`config.mk`:
```
export PLATFORM = sky130hd
export DESIGN_NAME = pipe_hazard_ctl_flat
export DESIGN_NICKNAME = d
export VERILOG_FILES = /design/src/rtl/mips_pkg.sv /design/src/rtl/pipe_hazard_ctl_if.sv /design/src/rtl/pipe_fwd_unit.sv /design/src/rtl/pipe_hazard_ctl.sv /design/src/flat_wrapper.sv
export SDC_FILE = /design/constraint.sdc
export NUM_CORES = 1
export LEC_CHECK = 0
export BUFFER_PORTS_ARGS = -buffer_cell sky130_fd_sc_hd__buf_2
export CORE_MARGIN = 2
export CORE_UTILIZATION = 56
export DETAILED_ROUTE_END_ITERATION = 6
export GPL_ROUTABILITY_DRIVEN = 0
export PLACE_DENSITY = 0.84
export SLEW_MARGIN = 30
export SYNTH_ARGS = -nofsm -noshare
export SYNTH_HDL_FRONTEND = slang
export SYNTH_HIERARCHICAL = 1
export SYNTH_SLANG_ARGS = --single-unit
```
`constraint.sdc`:
```
create_clock -name clk -period 6.18 [get_ports clk]
set_input_delay 0.309 -clock clk [delete_from_list [all_inputs] [get_ports clk]]
set_output_delay 0.309 -clock clk [all_outputs]
set_load 0.01 [all_outputs]
```
`src/rtl/mips_pkg.sv`:
```
// Shared definitions for the pipeline hazard controller: forward-select codes,
// stage indices and the per-stage control tracking record.
package mips_pkg;

  localparam logic [1:0] FWD_RF  = 2'b00;
  localparam logic [1:0] FWD_MEM = 2'b01;
  localparam logic [1:0] FWD_WB  = 2'b10;

  localparam int STG_EX  = 0;
  localparam int STG_MEM = 1;
  localparam int STG_WB  = 2;
  localparam int N_STG   = 3;

  typedef struct packed {
    logic valid;
    logic use_rs;
    logic use_rt;
    logic regwrite;
    logic memread;
  } stage_ctl_t;

  localparam stage_ctl_t STAGE_BUBBLE = '0;

  typedef enum logic [1:0] {
    CTL_IDLE,
    CTL_FREEZE,
    CTL_FLUSH,
    CTL_STALL
  } ctl_mode_t;

endpackage

```
`src/rtl/pipe_hazard_ctl_if.sv`:
```
// Decode-side bundle of the hazard controller: decode fields and pipeline
// events in, enables/flushes/forward selects/WB tracking out.
interface pipe_hazard_ctl_if #(
  parameter int RA_W  = 5,
  parameter int CNT_W = 16
);
  logic            id_valid;
  logic [RA_W-1:0] id_rs;
  logic [RA_W-1:0] id_rt;
  logic            id_use_rs;
  logic            id_use_rt;
  logic [RA_W-1:0] id_wrreg;
  logic            id_regwrite;
  logic            id_memread;
  logic            ex_br_taken;
  logic            ext_stall;

  logic             pc_en;
  logic             ifid_en;
  logic             ifid_flush;
  logic             idex_flush;
  logic [1:0]       fwd_a;
  logic [1:0]       fwd_b;
  logic             wb_valid;
  logic             wb_regwrite;
  logic [RA_W-1:0]  wb_wrreg;
  logic [CNT_W-1:0] stall_cnt;

  modport master (
    output id_valid, id_rs, id_rt, id_use_rs, id_use_rt, id_wrreg,
           id_regwrite, id_memread, ex_br_taken, ext_stall,
    input  pc_en, ifid_en, ifid_flush, idex_flush, fwd_a, fwd_b,
           wb_valid, wb_regwrite, wb_wrreg, stall_cnt
  );

  modport slave (
    input  id_valid, id_rs, id_rt, id_use_rs, id_use_rt, id_wrreg,
           id_regwrite, id_memread, ex_br_taken, ext_stall,
    output pc_en, ifid_en, ifid_flush, idex_flush, fwd_a, fwd_b,
           wb_valid, wb_regwrite, wb_wrreg, stall_cnt
  );
endinterface

```
`src/rtl/pipe_fwd_unit.sv`:
```
// Operand forward select for one EX source: MEM-stage producer wins over WB,
// register 0 never forwards.
module pipe_fwd_unit
  import mips_pkg::*;
#(
  parameter int RA_W = 5
) (
  input  logic            src_valid,
  input  logic            src_use,
  input  logic [RA_W-1:0] src_reg,
  input  logic            mem_valid,
  input  logic            mem_regwrite,
  input  logic [RA_W-1:0] mem_wrreg,
  input  logic            wb_valid,
  input  logic            wb_regwrite,
  input  logic [RA_W-1:0] wb_wrreg,
  output logic [1:0]      sel
);

  logic src_live;
  logic mem_hit;
  logic wb_hit;

  assign src_live = src_valid && src_use && (src_reg != '0);
  assign mem_hit  = src_live && mem_valid && mem_regwrite && (mem_wrreg == src_reg);
  assign wb_hit   = src_live && wb_valid && wb_regwrite && (wb_wrreg == src_reg);

  always_comb begin
    sel = FWD_RF;
    if (mem_hit) begin
      sel = FWD_MEM;
    end else if (wb_hit) begin
      sel = FWD_WB;
    end
  end

endmodule

```
`src/rtl/pipe_hazard_ctl.sv`:
```
// Pipeline hazard controller: stage tracking, load-use/RAW stalls, branch
// flush, external freeze and stall counting. PIPE_HAZARD_CTL_FWD_EN enables
// operand forwarding; without it every EX/MEM producer hazard stalls decode.
module pipe_hazard_ctl
  import mips_pkg::*;
#(
  parameter int RA_W  = 5,
  parameter int CNT_W = 16
) (
  input logic              clk,
  input logic              rst,
  pipe_hazard_ctl_if.slave bus
);

  stage_ctl_t [N_STG-1:0]           ctl_reg;
  logic       [N_STG-1:0][RA_W-1:0] rs_reg;
  logic       [N_STG-1:0][RA_W-1:0] rt_reg;
  logic       [N_STG-1:0][RA_W-1:0] wr_reg;
  logic       [CNT_W-1:0]           stall_cnt_reg;

  stage_ctl_t id_ctl;
  logic       id_rs_live;
  logic       id_rt_live;
  logic [1:0] raw_hit;
  logic       load_use;
  logic       data_hazard;
  ctl_mode_t  mode;
  logic       front_hold;
  logic       ex_bubble;

  assign id_ctl = '{valid:    bus.id_valid,
                    use_rs:   bus.id_use_rs,
                    use_rt:   bus.id_use_rt,
                    regwrite: bus.id_regwrite,
                    memread:  bus.id_memread};

  assign id_rs_live = bus.id_valid && bus.id_use_rs && (bus.id_rs != '0);
  assign id_rt_live = bus.id_valid && bus.id_use_rt && (bus.id_rt != '0);

  // Producer in EX (gi=0) or MEM (gi=1) writing a register decode reads.
  for (genvar gi = 0; gi < 2; gi++) begin : g_raw
    assign raw_hit[gi] = ctl_reg[gi].valid && ctl_reg[gi].regwrite && (wr_reg[gi] != '0) &&
                         ((id_rs_live && (bus.id_rs == wr_reg[gi])) ||
                          (id_rt_live && (bus.id_rt == wr_reg[gi])));
  end

  assign load_use = raw_hit[STG_EX] && ctl_reg[STG_EX].memread;

`ifdef PIPE_HAZARD_CTL_FWD_EN
  assign data_hazard = load_use;

  pipe_fwd_unit #(.RA_W(RA_W)) u_fwd_a (
    .src_valid    (ctl_reg[STG_EX].valid),
    .src_use      (ctl_reg[STG_EX].use_rs),
    .src_reg      (rs_reg[STG_EX]),
    .mem_valid    (ctl_reg[STG_MEM].valid),
    .mem_regwrite (ctl_reg[STG_MEM].regwrite),
    .mem_wrreg    (wr_reg[STG_MEM]),
    .wb_valid     (ctl_reg[STG_WB].valid),
    .wb_regwrite  (ctl_reg[STG_WB].regwrite),
    .wb_wrreg     (wr_reg[STG_WB]),
    .sel          (bus.fwd_a)
  );

  pipe_fwd_unit #(.RA_W(RA_W)) u_fwd_b (
    .src_valid    (ctl_reg[STG_EX].valid),
    .src_use      (ctl_reg[STG_EX].use_rt),
    .src_reg      (rt_reg[STG_EX]),
    .mem_valid    (ctl_reg[STG_MEM].valid),
    .mem_regwrite (ctl_reg[STG_MEM].regwrite),
    .mem_wrreg    (wr_reg[STG_MEM]),
    .wb_valid     (ctl_reg[STG_WB].valid),
    .wb_regwrite  (ctl_reg[STG_WB].regwrite),
    .wb_wrreg     (wr_reg[STG_WB]),
    .sel          (bus.fwd_b)
  );
`else
  // WB-stage producers are covered by the register file writing before read.
  assign data_hazard = |raw_hit;
  assign bus.fwd_a   = FWD_RF;
  assign bus.fwd_b   = FWD_RF;
`endif

  always_comb begin
    mode = CTL_IDLE;
    if (rst) begin
      mode = CTL_IDLE;
    end else if (bus.ext_stall) begin
      mode = CTL_FREEZE;
    end else if (bus.ex_br_taken) begin
      mode = CTL_FLUSH;
    end else if (data_hazard) begin
      mode = CTL_STALL;
    end
  end

  assign front_hold = (mode == CTL_FREEZE) || (mode == CTL_STALL);
  assign ex_bubble  = (mode == CTL_FLUSH) || (mode == CTL_STALL);

  assign bus.pc_en       = !front_hold;
  assign bus.ifid_en     = !front_hold;
  assign bus.ifid_flush  = (mode == CTL_FLUSH);
  assign bus.idex_flush  = ex_bubble;
  assign bus.wb_valid    = ctl_reg[STG_WB].valid;
  assign bus.wb_regwrite = ctl_reg[STG_WB].regwrite;
  assign bus.wb_wrreg    = wr_reg[STG_WB];
  assign bus.stall_cnt   = stall_cnt_reg;

  always_ff @(posedge clk or posedge rst) begin
    if (rst) begin
      ctl_reg       <= '0;
      rs_reg        <= '0;
      rt_reg        <= '0;
      wr_reg        <= '0;
      stall_cnt_reg <= '0;
    end else begin
      if (mode != CTL_FREEZE) begin
        if (ex_bubble) begin
          ctl_reg[STG_EX] <= STAGE_BUBBLE;
          rs_reg[STG_EX]  <= '0;
          rt_reg[STG_EX]  <= '0;
          wr_reg[STG_EX]  <= '0;
        end else begin
          ctl_reg[STG_EX] <= id_ctl;
          rs_reg[STG_EX]  <= bus.id_rs;
          rt_reg[STG_EX]  <= bus.id_rt;
          wr_reg[STG_EX]  <= bus.id_wrreg;
        end
        for (int i = 1; i < N_STG; i++) begin
          ctl_reg[i] <= ctl_reg[i-1];
          rs_reg[i]  <= rs_reg[i-1];
          rt_reg[i]  <= rt_reg[i-1];
          wr_reg[i]  <= wr_reg[i-1];
        end
      end
      if (front_hold && (stall_cnt_reg != '1)) begin
        stall_cnt_reg <= stall_cnt_reg + CNT_W'(1);
      end
    end
  end

  // Later-stage sources and load flags are tracked but feed no decision here.
  logic unused_track;
  assign unused_track = ^{rs_reg, rt_reg, ctl_reg};

endmodule

```
`src/flat_wrapper.sv`:
```
// flat-port wrapper written by rule: the top's interface ports become plain ports
module pipe_hazard_ctl_flat import mips_pkg::*;
#(
  parameter int RA_W  = 5,
  parameter int CNT_W = 16
)
  (clk, rst, bus_id_valid, bus_id_rs, bus_id_rt, bus_id_use_rs, bus_id_use_rt, bus_id_wrreg, bus_id_regwrite, bus_id_memread, bus_ex_br_taken, bus_ext_stall, bus_pc_en, bus_ifid_en, bus_ifid_flush, bus_idex_flush, bus_fwd_a, bus_fwd_b, bus_wb_valid, bus_wb_regwrite, bus_wb_wrreg, bus_stall_cnt);
  pipe_hazard_ctl_if #(.RA_W(RA_W), .CNT_W(CNT_W)) bus_i ();
  input logic clk;
  input logic rst;
  input wire logic [$bits(bus_i.id_valid)-1:0] bus_id_valid;
  input wire logic [$bits(bus_i.id_rs)-1:0] bus_id_rs;
  input wire logic [$bits(bus_i.id_rt)-1:0] bus_id_rt;
  input wire logic [$bits(bus_i.id_use_rs)-1:0] bus_id_use_rs;
  input wire logic [$bits(bus_i.id_use_rt)-1:0] bus_id_use_rt;
  input wire logic [$bits(bus_i.id_wrreg)-1:0] bus_id_wrreg;
  input wire logic [$bits(bus_i.id_regwrite)-1:0] bus_id_regwrite;
  input wire logic [$bits(bus_i.id_memread)-1:0] bus_id_memread;
  input wire logic [$bits(bus_i.ex_br_taken)-1:0] bus_ex_br_taken;
  input wire logic [$bits(bus_i.ext_stall)-1:0] bus_ext_stall;
  output wire logic [$bits(bus_i.pc_en)-1:0] bus_pc_en;
  output wire logic [$bits(bus_i.ifid_en)-1:0] bus_ifid_en;
  output wire logic [$bits(bus_i.ifid_flush)-1:0] bus_ifid_flush;
  output wire logic [$bits(bus_i.idex_flush)-1:0] bus_idex_flush;
  output wire logic [$bits(bus_i.fwd_a)-1:0] bus_fwd_a;
  output wire logic [$bits(bus_i.fwd_b)-1:0] bus_fwd_b;
  output wire logic [$bits(bus_i.wb_valid)-1:0] bus_wb_valid;
  output wire logic [$bits(bus_i.wb_regwrite)-1:0] bus_wb_regwrite;
  output wire logic [$bits(bus_i.wb_wrreg)-1:0] bus_wb_wrreg;
  output wire logic [$bits(bus_i.stall_cnt)-1:0] bus_stall_cnt;
  assign bus_i.id_valid = bus_id_valid;
  assign bus_i.id_rs = bus_id_rs;
  assign bus_i.id_rt = bus_id_rt;
  assign bus_i.id_use_rs = bus_id_use_rs;
  assign bus_i.id_use_rt = bus_id_use_rt;
  assign bus_i.id_wrreg = bus_id_wrreg;
  assign bus_i.id_regwrite = bus_id_regwrite;
  assign bus_i.id_memread = bus_id_memread;
  assign bus_i.ex_br_taken = bus_ex_br_taken;
  assign bus_i.ext_stall = bus_ext_stall;
  assign bus_pc_en = bus_i.pc_en;
  assign bus_ifid_en = bus_i.ifid_en;
  assign bus_ifid_flush = bus_i.ifid_flush;
  assign bus_idex_flush = bus_i.idex_flush;
  assign bus_fwd_a = bus_i.fwd_a;
  assign bus_fwd_b = bus_i.fwd_b;
  assign bus_wb_valid = bus_i.wb_valid;
  assign bus_wb_regwrite = bus_i.wb_regwrite;
  assign bus_wb_wrreg = bus_i.wb_wrreg;
  assign bus_stall_cnt = bus_i.stall_cnt;
  pipe_hazard_ctl #(.RA_W(RA_W), .CNT_W(CNT_W)) u_core (.clk(clk), .rst(rst), .bus(bus_i));
endmodule
```
After elaboration in Yosys (flattened, before gate mapping)
Index checks and enable logic that the tools add are counted.
- bits in registers: 37
- input port bits: 24
- output and inout port bits: 31
- logic and storage cells: 51
- $add $sub $neg: 1
- eq/ne operators: 9
- mux-type cells: 6
- reduce and logical (&&, ||, !) cells: 25
- operator list (kind ; count):
    5-bit == test ; 4
    5-bit nonzero test ; 4
    16-bit by 1-bit adder with 16-bit output (second input constant) ; 1
    16-bit != test (second input constant) ; 1
    1-bit logical AND ; 15
    5-bit two-way mux ; 2
    2-bit two-way mux ; 4
    2-bit == test (second input constant) ; 2
    1-bit logical OR ; 4
    2-bit by 1-bit == test with 1-bit output (second input constant) ; 1
    2-bit by 1-bit != test with 1-bit output (second input constant) ; 1
    2-bit OR reduction ; 1
    1-bit logical NOT ; 1

Longest topological paths before layout
Gate-level depths: netlist of the first run.
- depth in word-level cells: 13
- mapped depth: 7
- depth with buffers taken out: 6

Least setup slack after synthesis of the first run
Ideal clock, no wire load.
- path kind: register to output
- start: register u_core/wr_reg[6] (netlist bit)
- end: output port bus_pc_en
- arrival: 1.959 ns
- data required time: 5.871 ns
- slack: 3.912 ns
- cell stages (with the launch flop): 8
- path buffers: 2
- cell sequence: dfrtp_1 -> or4_1 -> o211ai_1 -> or4_1 -> a41oi_4 -> buf_6 -> nor2_1 -> buf_4
- cells in the longest elaborated chain, start to end: 12
- elaborated cells between the ends (all ways): 17
- those cells by class: eq/ne (4); mux (4); reduce/logical (9)
- ends and longest elaborated chain (what ; RTL line ; text):
    start, declared ; pipe_hazard_ctl.sv:18 ; logic [N_STG-1:0][RA_W-1:0] wr_reg;
    start signal, assigned by index ; pipe_hazard_ctl.sv:127 ; wr_reg[STG_EX] <= bus.id_wrreg;
    start signal, assigned by index ; pipe_hazard_ctl.sv:133 ; wr_reg[i] <= wr_reg[i-1];
    5-bit == test (on tied branches) ; pipe_hazard_ctl.sv:43, pipe_hazard_ctl.sv:44 ;
    1-bit logical AND (on tied branches) ; pipe_hazard_ctl.sv:43, pipe_hazard_ctl.sv:44 ;
    1-bit logical OR ; pipe_hazard_ctl.sv:43 ; ((id_rs_live && (bus.id_rs == wr_reg[gi])) ||
    1-bit logical AND (*) ; pipe_hazard_ctl.sv:42 ; assign raw_hit[gi] = ctl_reg[gi].valid && ctl_reg[gi].regwrite && (wr_reg[gi] != '0) &&
    2-bit OR reduction (*) ; pipe_hazard_ctl.sv:79 ; assign data_hazard = |raw_hit;
    2-bit two-way mux (*) ; pipe_hazard_ctl.sv:92 ; end else if (data_hazard) begin
    2-bit two-way mux (*) ; pipe_hazard_ctl.sv:90 ; end else if (bus.ex_br_taken) begin
    2-bit two-way mux (*) ; pipe_hazard_ctl.sv:88 ; end else if (bus.ext_stall) begin
    2-bit two-way mux (*) ; pipe_hazard_ctl.sv:86 ; if (rst) begin
    2-bit by 1-bit == test with 1-bit output / 2-bit == test (equally long branches) ; pipe_hazard_ctl.sv:97 ; assign front_hold = (mode == CTL_FREEZE) || (mode == CTL_STALL);
    1-bit logical OR (*) ; pipe_hazard_ctl.sv:97 ;
    1-bit logical NOT (*) ; - ;
    end, declared ; flat_wrapper.sv:21 ; output wire logic [$bits(bus_i.pc_en)-1:0] bus_pc_en;
Mark *: on every way between the ends. The rest lies on a longest branch, timed or not.

Worst setup path in the final report of the first run
- start: register u_core/wr_reg[4] (netlist bit)
- end: output port bus_ifid_en
- cells in the longest elaborated chain, start to end: 12
- elaborated cells between the ends (all ways): 17
- those cells by class: eq/ne (4); mux (4); reduce/logical (9)
- ends and longest elaborated chain (what ; RTL line ; text):
    5-bit == test (on tied branches) ; pipe_hazard_ctl.sv:43, pipe_hazard_ctl.sv:44 ;
    1-bit logical AND (on tied branches) ; pipe_hazard_ctl.sv:43, pipe_hazard_ctl.sv:44 ;
    1-bit logical OR ; pipe_hazard_ctl.sv:43 ;
    1-bit logical AND (*) ; pipe_hazard_ctl.sv:42 ;
    2-bit OR reduction (*) ; pipe_hazard_ctl.sv:79 ;
    2-bit two-way mux (*) ; pipe_hazard_ctl.sv:92 ;
    2-bit two-way mux (*) ; pipe_hazard_ctl.sv:90 ;
    2-bit two-way mux (*) ; pipe_hazard_ctl.sv:88 ;
    2-bit two-way mux (*) ; pipe_hazard_ctl.sv:86 ;
    2-bit by 1-bit == test with 1-bit output / 2-bit == test (equally long branches) ; pipe_hazard_ctl.sv:97 ;
    1-bit logical OR (*) ; pipe_hazard_ctl.sv:97 ;
    1-bit logical NOT (*) ; pipe_hazard_ctl.sv:101 ; assign bus.ifid_en = !front_hold;
    end, declared ; flat_wrapper.sv:22 ; output wire logic [$bits(bus_i.ifid_en)-1:0] bus_ifid_en;
Marks and branches as above.

==> reports/qor.csv, run 1 <==
metric,value,unit
status,"finished, final reports clean",
Worst slew margin,63.8,%
Total GRT Usage,22.4,%
total grt overflow,0,
setup TNS,0,ns
"Buf+Inv Stages, Crit Path",1,
Core ar.,0.00361,mm^2
Root Driver,clkbuf_8,
Post-CTS Hold Fix Bufs,0,
power density cells,269,mW/mm^2
P_leak,1.07,nW
DRC Markers,0,
Starting Density,57.4,%
First-pass DRT Iterations,4,
"Arr. time, crit path",2.40,ns
ys flop type,dfrtp_1,
crit start category,register,
Post-synth EDFFs,0,
per-cell routed wire length,16.0,um
IO buf count,49,
Int Pwr,0.000441,W
Final nets,246,
WP data required,5.87,ns
unrepaired setup endpoints after global routing,no,
Worst-Margin Slew,0.542,ns
Yosys warning total,6,
max incr delay on CP,0.57,ns
Switching Fraction,30.9,%
"critical path, cell by cell",or4_1 -> o211ai_1 -> or4_4 -> a41oi_4 -> nor2_1 -> buf_2,
# setup viols final,0,
"Async S/R FF share, synth",100,%
Synth cell types,38,
share of post-route cells with drive strength above 1,36.2,%
vias in the first global route,1475,
skew final,0.00438,ns
Slowest cell on crit path,or4_4,
initial antenna violation count,0,
number of synthesized register bits,37,
CTS H-tree lvls,2,
I/O pins,55,
period utilization,43.8,%
Routed WL,4310,um
max-cap viol count,0,
sequential group share of total power,49.9,%
clock latency on the worst-skew pair,0.29,ns
first-pass GRT wire length,7160,um
Syn Inst Count,177,
initial drt markers,78,
Die Footprint,0.00420,mm^2
Combinational Power Share,24.0,%
via count,1535,
vias per cell,5.71,
Largest register FFs,16,
CTS sink count,37,
area grow syn2layout,14.6,%
Final min period,2.70,ns
Avg Inst Size Synth,11.7,um^2
post-CTS sizing,0,
"delay-heaviest family, CP",simple AND/OR/NAND/NOR gates,
HPWL Detailed,3010,um
TritonCTS buffer count,5,
switching power,0.000197,W
row count,22,
Mapped Area,0.00207,mm^2
postcts setup bufs,0,
part of the Yosys area used for sequential elements,44.7,%
Final Hold Vio Count,0,
fillcell total,302,
CTS tree,built,
Max IR drop VDD,185,uV
Setup CP Type,register to output pin,
clock share of power,26.1,%
die height,64.8,um
Antenna Nets Post-Route,0,
Overall Power,0.000638,W
maximum fanout along the worst path,16,
diodes inserted,0,
HP Class,input pin to asynchronous set/reset pin,
Chip Width,64.8,um
Max Slew Vio Count,0,
CP Capture Type,output pin,
pin count of the biggest net entering global routing,39,
f_max,0.370,GHz
Clock transition at path regs,0.07,ns
Max Root-Sink Buffers,2,
[synth_stat cells (2+ instances only)]
cell / number / area share, %
dfrtp_1: 37 / 45
xnor2_1: 31 / 13
mux2_2: 15 / 8.2
buf_4: 10 / 3.6
o211ai_1: 9 / 3.3
o2111ai_1: 7 / 3.0
a22o_1: 6 / 2.5
nand2_1: 6 / 1.1
nand3_1: 6 / 1.5
or4_1: 6 / 2.2
clkbuf_1: 4 / 0.72
nor2_1: 4 / 0.72
and3_1: 3 / 0.91
nand4_1: 3 / 0.91
and4_1: 2 / 0.85
buf_6: 2 / 1.1
inv_1: 2 / 0.36
mux2_1: 2 / 1.1
nor3_1: 2 / 0.48
or4_4: 2 / 1.1
[power by group through the flow]
stage	Sequential, W	Clock [W]	Combinational, W
final	0.000318	0.000167	0.000153
after global routing	0.000325	0.000181	0.000167
after CTS	0.000319	0.000172	0.000155
after detailed placement	0.000322	0	0.000152
after global placement	0.000321	0	0.000147
after floorplan	0.000322	0	0.000101
[cell type report]
type	instances	area (um^2)	area share [%]
clock buffers	7	86.3	3.64
multi-input cells	124	1030	43.5
well taps	48	60.1	2.53
inverters	2	7.51	0.316
repair buffers	51	260	11.0
flip-flops and latches	37	926	39.0
[path summary, 6_finish.rpt]
kind | start | to | slack, ns | cells after the start
max | u_core/wr_reg[4] | bus_ifid_en | 3.48 | 6
min | rst | u_core/bus.stall_cnt[1] | 0.17 | 3
max reg2reg | u_core/wr_reg[4] | u_core/bus.stall_cnt[1] | 3.67 | 6
min reg2reg | u_core/bus.stall_cnt[9] | u_core/bus.stall_cnt[9] | 0.50 | 1
max in group asynchronous | rst | u_core/bus.wb_regwrite | 5.66 | 3
min in group clk | bus_id_wrreg[3] | u_core/wr_reg[3] | 0.23 | 2
[metal layers]
layer	up-vias	part of all wire (%)	global-route usage, %
li1	726	-	-
met3	11	6.8	5.90
met1	745	43	30.1
met5	-	0	0
met2	53	49	35.2
met4	0	1.8	7.71
[metrics by stage]
step	hold slack (ns)	util (%)	setup WS, ns	std cells	instance area [um^2]
after floorplan	0.442	-	3.91	180	2080
after global placement	0.478	63.4	3.71	262	2290
after detailed placement	0.484	63.4	3.71	262	2290
after CTS	0.180	65.8	3.48	269	2370
after global routing	0.228	65.8	3.37	269	2370
final	0.169	65.8	3.48	269	2370
[kinds of logic after synthesis]
group | count (synthesis) | synth area share [%]
other | 1 | 0.181
DFF | 37 | 44.7
muxes | 18 | 9.73
adders and majority gates | 1 | 0.604
xor gates and xnor gates | 32 | 13.5
AOI/OAI and AO/OA | 28 | 12.6
and+or+nand+nor | 41 | 12.6
buffers and inverters | 19 | 6.04
[layout by cell type (no fill, tap or decap), drive strengths merged]
cell	count
o31ai	1
nand3	6
nor2	4
o21a	1
or2b	1
nor2b	1
and3	3
nand4	3
and4	2
a22o	7
ha	1
o2111ai	7
inv	2
dfrtp	37
conb	4
xnor2	31
mux2i	1
xor2	1
o21ai	1
or4	8
buf	51
nor4	1
and2	1
a41oi	1
mux2	17
clkbuf	7
nor3b	1
nor3	2
or2	1
o211ai	9
nand2	6
nand2b	1
o21bai	1
[worst min-delay path: stages]
cell and delay, ns:
buf_2 0.13, inv_1 0.05, buf_4 0.42
No activity file was read; power rests on OpenSTA's default activity.
==> inputs of run 2 (changes only) <==
CORE_UTILIZATION = 52   (was 56)
PLACE_DENSITY = 0.79   (was 0.84)
clock period = 2.75 ns   (was 6.18 ns; I/O delays follow)
==> run 2 against run 1 <==
Die area is 7.2% higher. Register-to-register slack worse by 3.3 ns. Clock power grew to 2.8 times the previous value. Critical endpoint unchanged.
==> reports/qor.csv, run 2 (synthesis gave the netlist of run 1 again) <==
metric,value,unit
Final Hold Vio Count,0,
die height,67.1,um
CTS H-tree lvls,2,
Int Pwr,0.00106,W
power density cells,633,mW/mm^2
clock latency on the worst-skew pair,0.30,ns
Antenna Nets Post-Route,0,
skew final,0.00911,ns
row count,22,
share of post-route cells with drive strength above 1,37.2,%
setup TNS,0,ns
P_leak,1.08,nW
postcts setup bufs,0,
period utilization,93.4,%
Starting Density,55.3,%
Max Root-Sink Buffers,2,
FF/Latch Area,926,um^2
Core ar.,0.00374,mm^2
per-cell routed wire length,15.4,um
IO buf count,49,
most frequent cells in the layout,"buf_2, dfrtp_1, xnor2_1",
Setup CP Type,register to output pin,
Max IR drop VDD,492,uV
CTS tree,built,
post-CTS sizing,0,
Clock transition at path regs,0.08,ns
Total GRT Usage,21.0,%
cells on worst reg2reg path,7,
# setup viols final,0,
Max Slew Vio Count,0,
First-pass DRT Iterations,4,
Hold Slack,0.0618,ns
Root Driver,clkbuf_8,
most common library cell in the layout ignoring fill and taps,buf_2,
CTS sink count,37,
HPWL Detailed,3100,um
Switching Fraction,30.4,%
maximum fanout along the worst path,9,
clock share of power,31.2,%
DRC Markers,0,
"Arr. time, crit path",2.43,ns
fillcell total,322,
switching power,0.000464,W
sequential group share of total power,46.7,%
WP data required,2.61,ns
Critical R2R Launch,u_core/wr_reg[9],
Chip Width,67.1,um
vias per cell,5.69,
Combinational Power Share,22.2,%
Die Footprint,0.00450,mm^2
TritonCTS buffer count,5,
max-cap viol count,0,
via count,1542,
Routed WL,4180,um
HP Class,input pin to asynchronous set/reset pin,
Largest register FFs,16,
Post-CTS Hold Fix Bufs,0,
R2R setup slack,0.40,ns
area grow syn2layout,16.4,%
worst setup margin,0.181,ns
vias in the first global route,1445,
area of the multi-input gates,0.00103,mm^2
pre-CTS setup slack,0.416,ns
Final min period,2.57,ns
pin count of the biggest net entering global routing,38,
total grt overflow,0,
initial antenna violation count,0,
status,"finished, final reports clean",
unrepaired setup endpoints after global routing,no,
diodes inserted,0,
crit path from,u_core/wr_reg[9],
initial drt markers,84,
Final nets,247,
CP Capture Type,output pin,
first-pass GRT wire length,6960,um
f_max,0.389,GHz
crit start category,register,
Reg-to-Reg End,u_core/bus.stall_cnt[8],
I/O pins,55,
run 2: changes by cell type in the layout (fill, tap and decap cells not counted):
cell,before,now
clkbuf_1,1,0
clkbuf_8,6,5
bufinv_16,0,1
clkinv_4,0,1
buf_4,2,3
clkinvlp_4,0,1
run 2: worst max path at each step:
stage / endpoint / slack (ns) / cells after the start
2_1_floorplan: u_core/bus.stall_cnt[1] / 0.65 / 6
3_3_place_gp: u_core/bus.stall_cnt[14] / 0.44 / 6
3_5_place_dp: u_core/bus.stall_cnt[15] / 0.42 / 6
4_1_cts: bus_ifid_en / 0.18 / 7
5_1_grt: bus_ifid_en / 0.04 / 7
6_report: bus_ifid_en / 0.18 / 7
run 2: metal layers:
layer,wire (um),vias to the layer above,global-route usage (%)
li1,-,730,-
met1,1790,761,27.0
met2,2120,47,34.8
met3,243,4,5.57
met4,27,0,5.87
met5,0,-,0
run 2: worst max-delay path: stages (launching register included):
cell and delay [ns]:
dfrtp_1 0.45, xnor2_1 0.18, nand3_1 0.10, or4_1 0.60
a41oi_4 0.36, buf_4 0.24, nor2_1 0.06, buf_2 0.15
run 2: area by class of cell:
class | count | share of cell area [%]
Inverter | 2 | 0.312
Timing Repair Buffer | 52 | 11.1
Tap cell | 48 | 2.49
Clock buffer | 5 | 2.86
Clock inverter | 3 | 1.92
Sequential cell | 37 | 38.4
Multi-Input combinational cell | 124 | 42.9
run 2: per-stage QoR:
stage	std cells	power (W)	cell area [um^2]	utilization (%)
after global routing	271	0.00161	2410	64.4
after floorplan	180	0.000951	2080	-
after CTS	271	0.00154	2410	64.4
final	271	0.00152	2410	64.4
after global placement	263	0.00105	2290	61.3
after detailed placement	263	0.00106	2290	61.3
run 2: power groups by stage:
stage               Sequential (W)  Combinational [W]  Clock [W]
finish                    0.000712           0.000338   0.000475
global route              0.000726           0.000373   0.000508
CTS                       0.000712           0.000341   0.000486
detailed placement        0.000723           0.000340          0
global placement          0.000719           0.000331          0
floorplan                 0.000723           0.000228          0
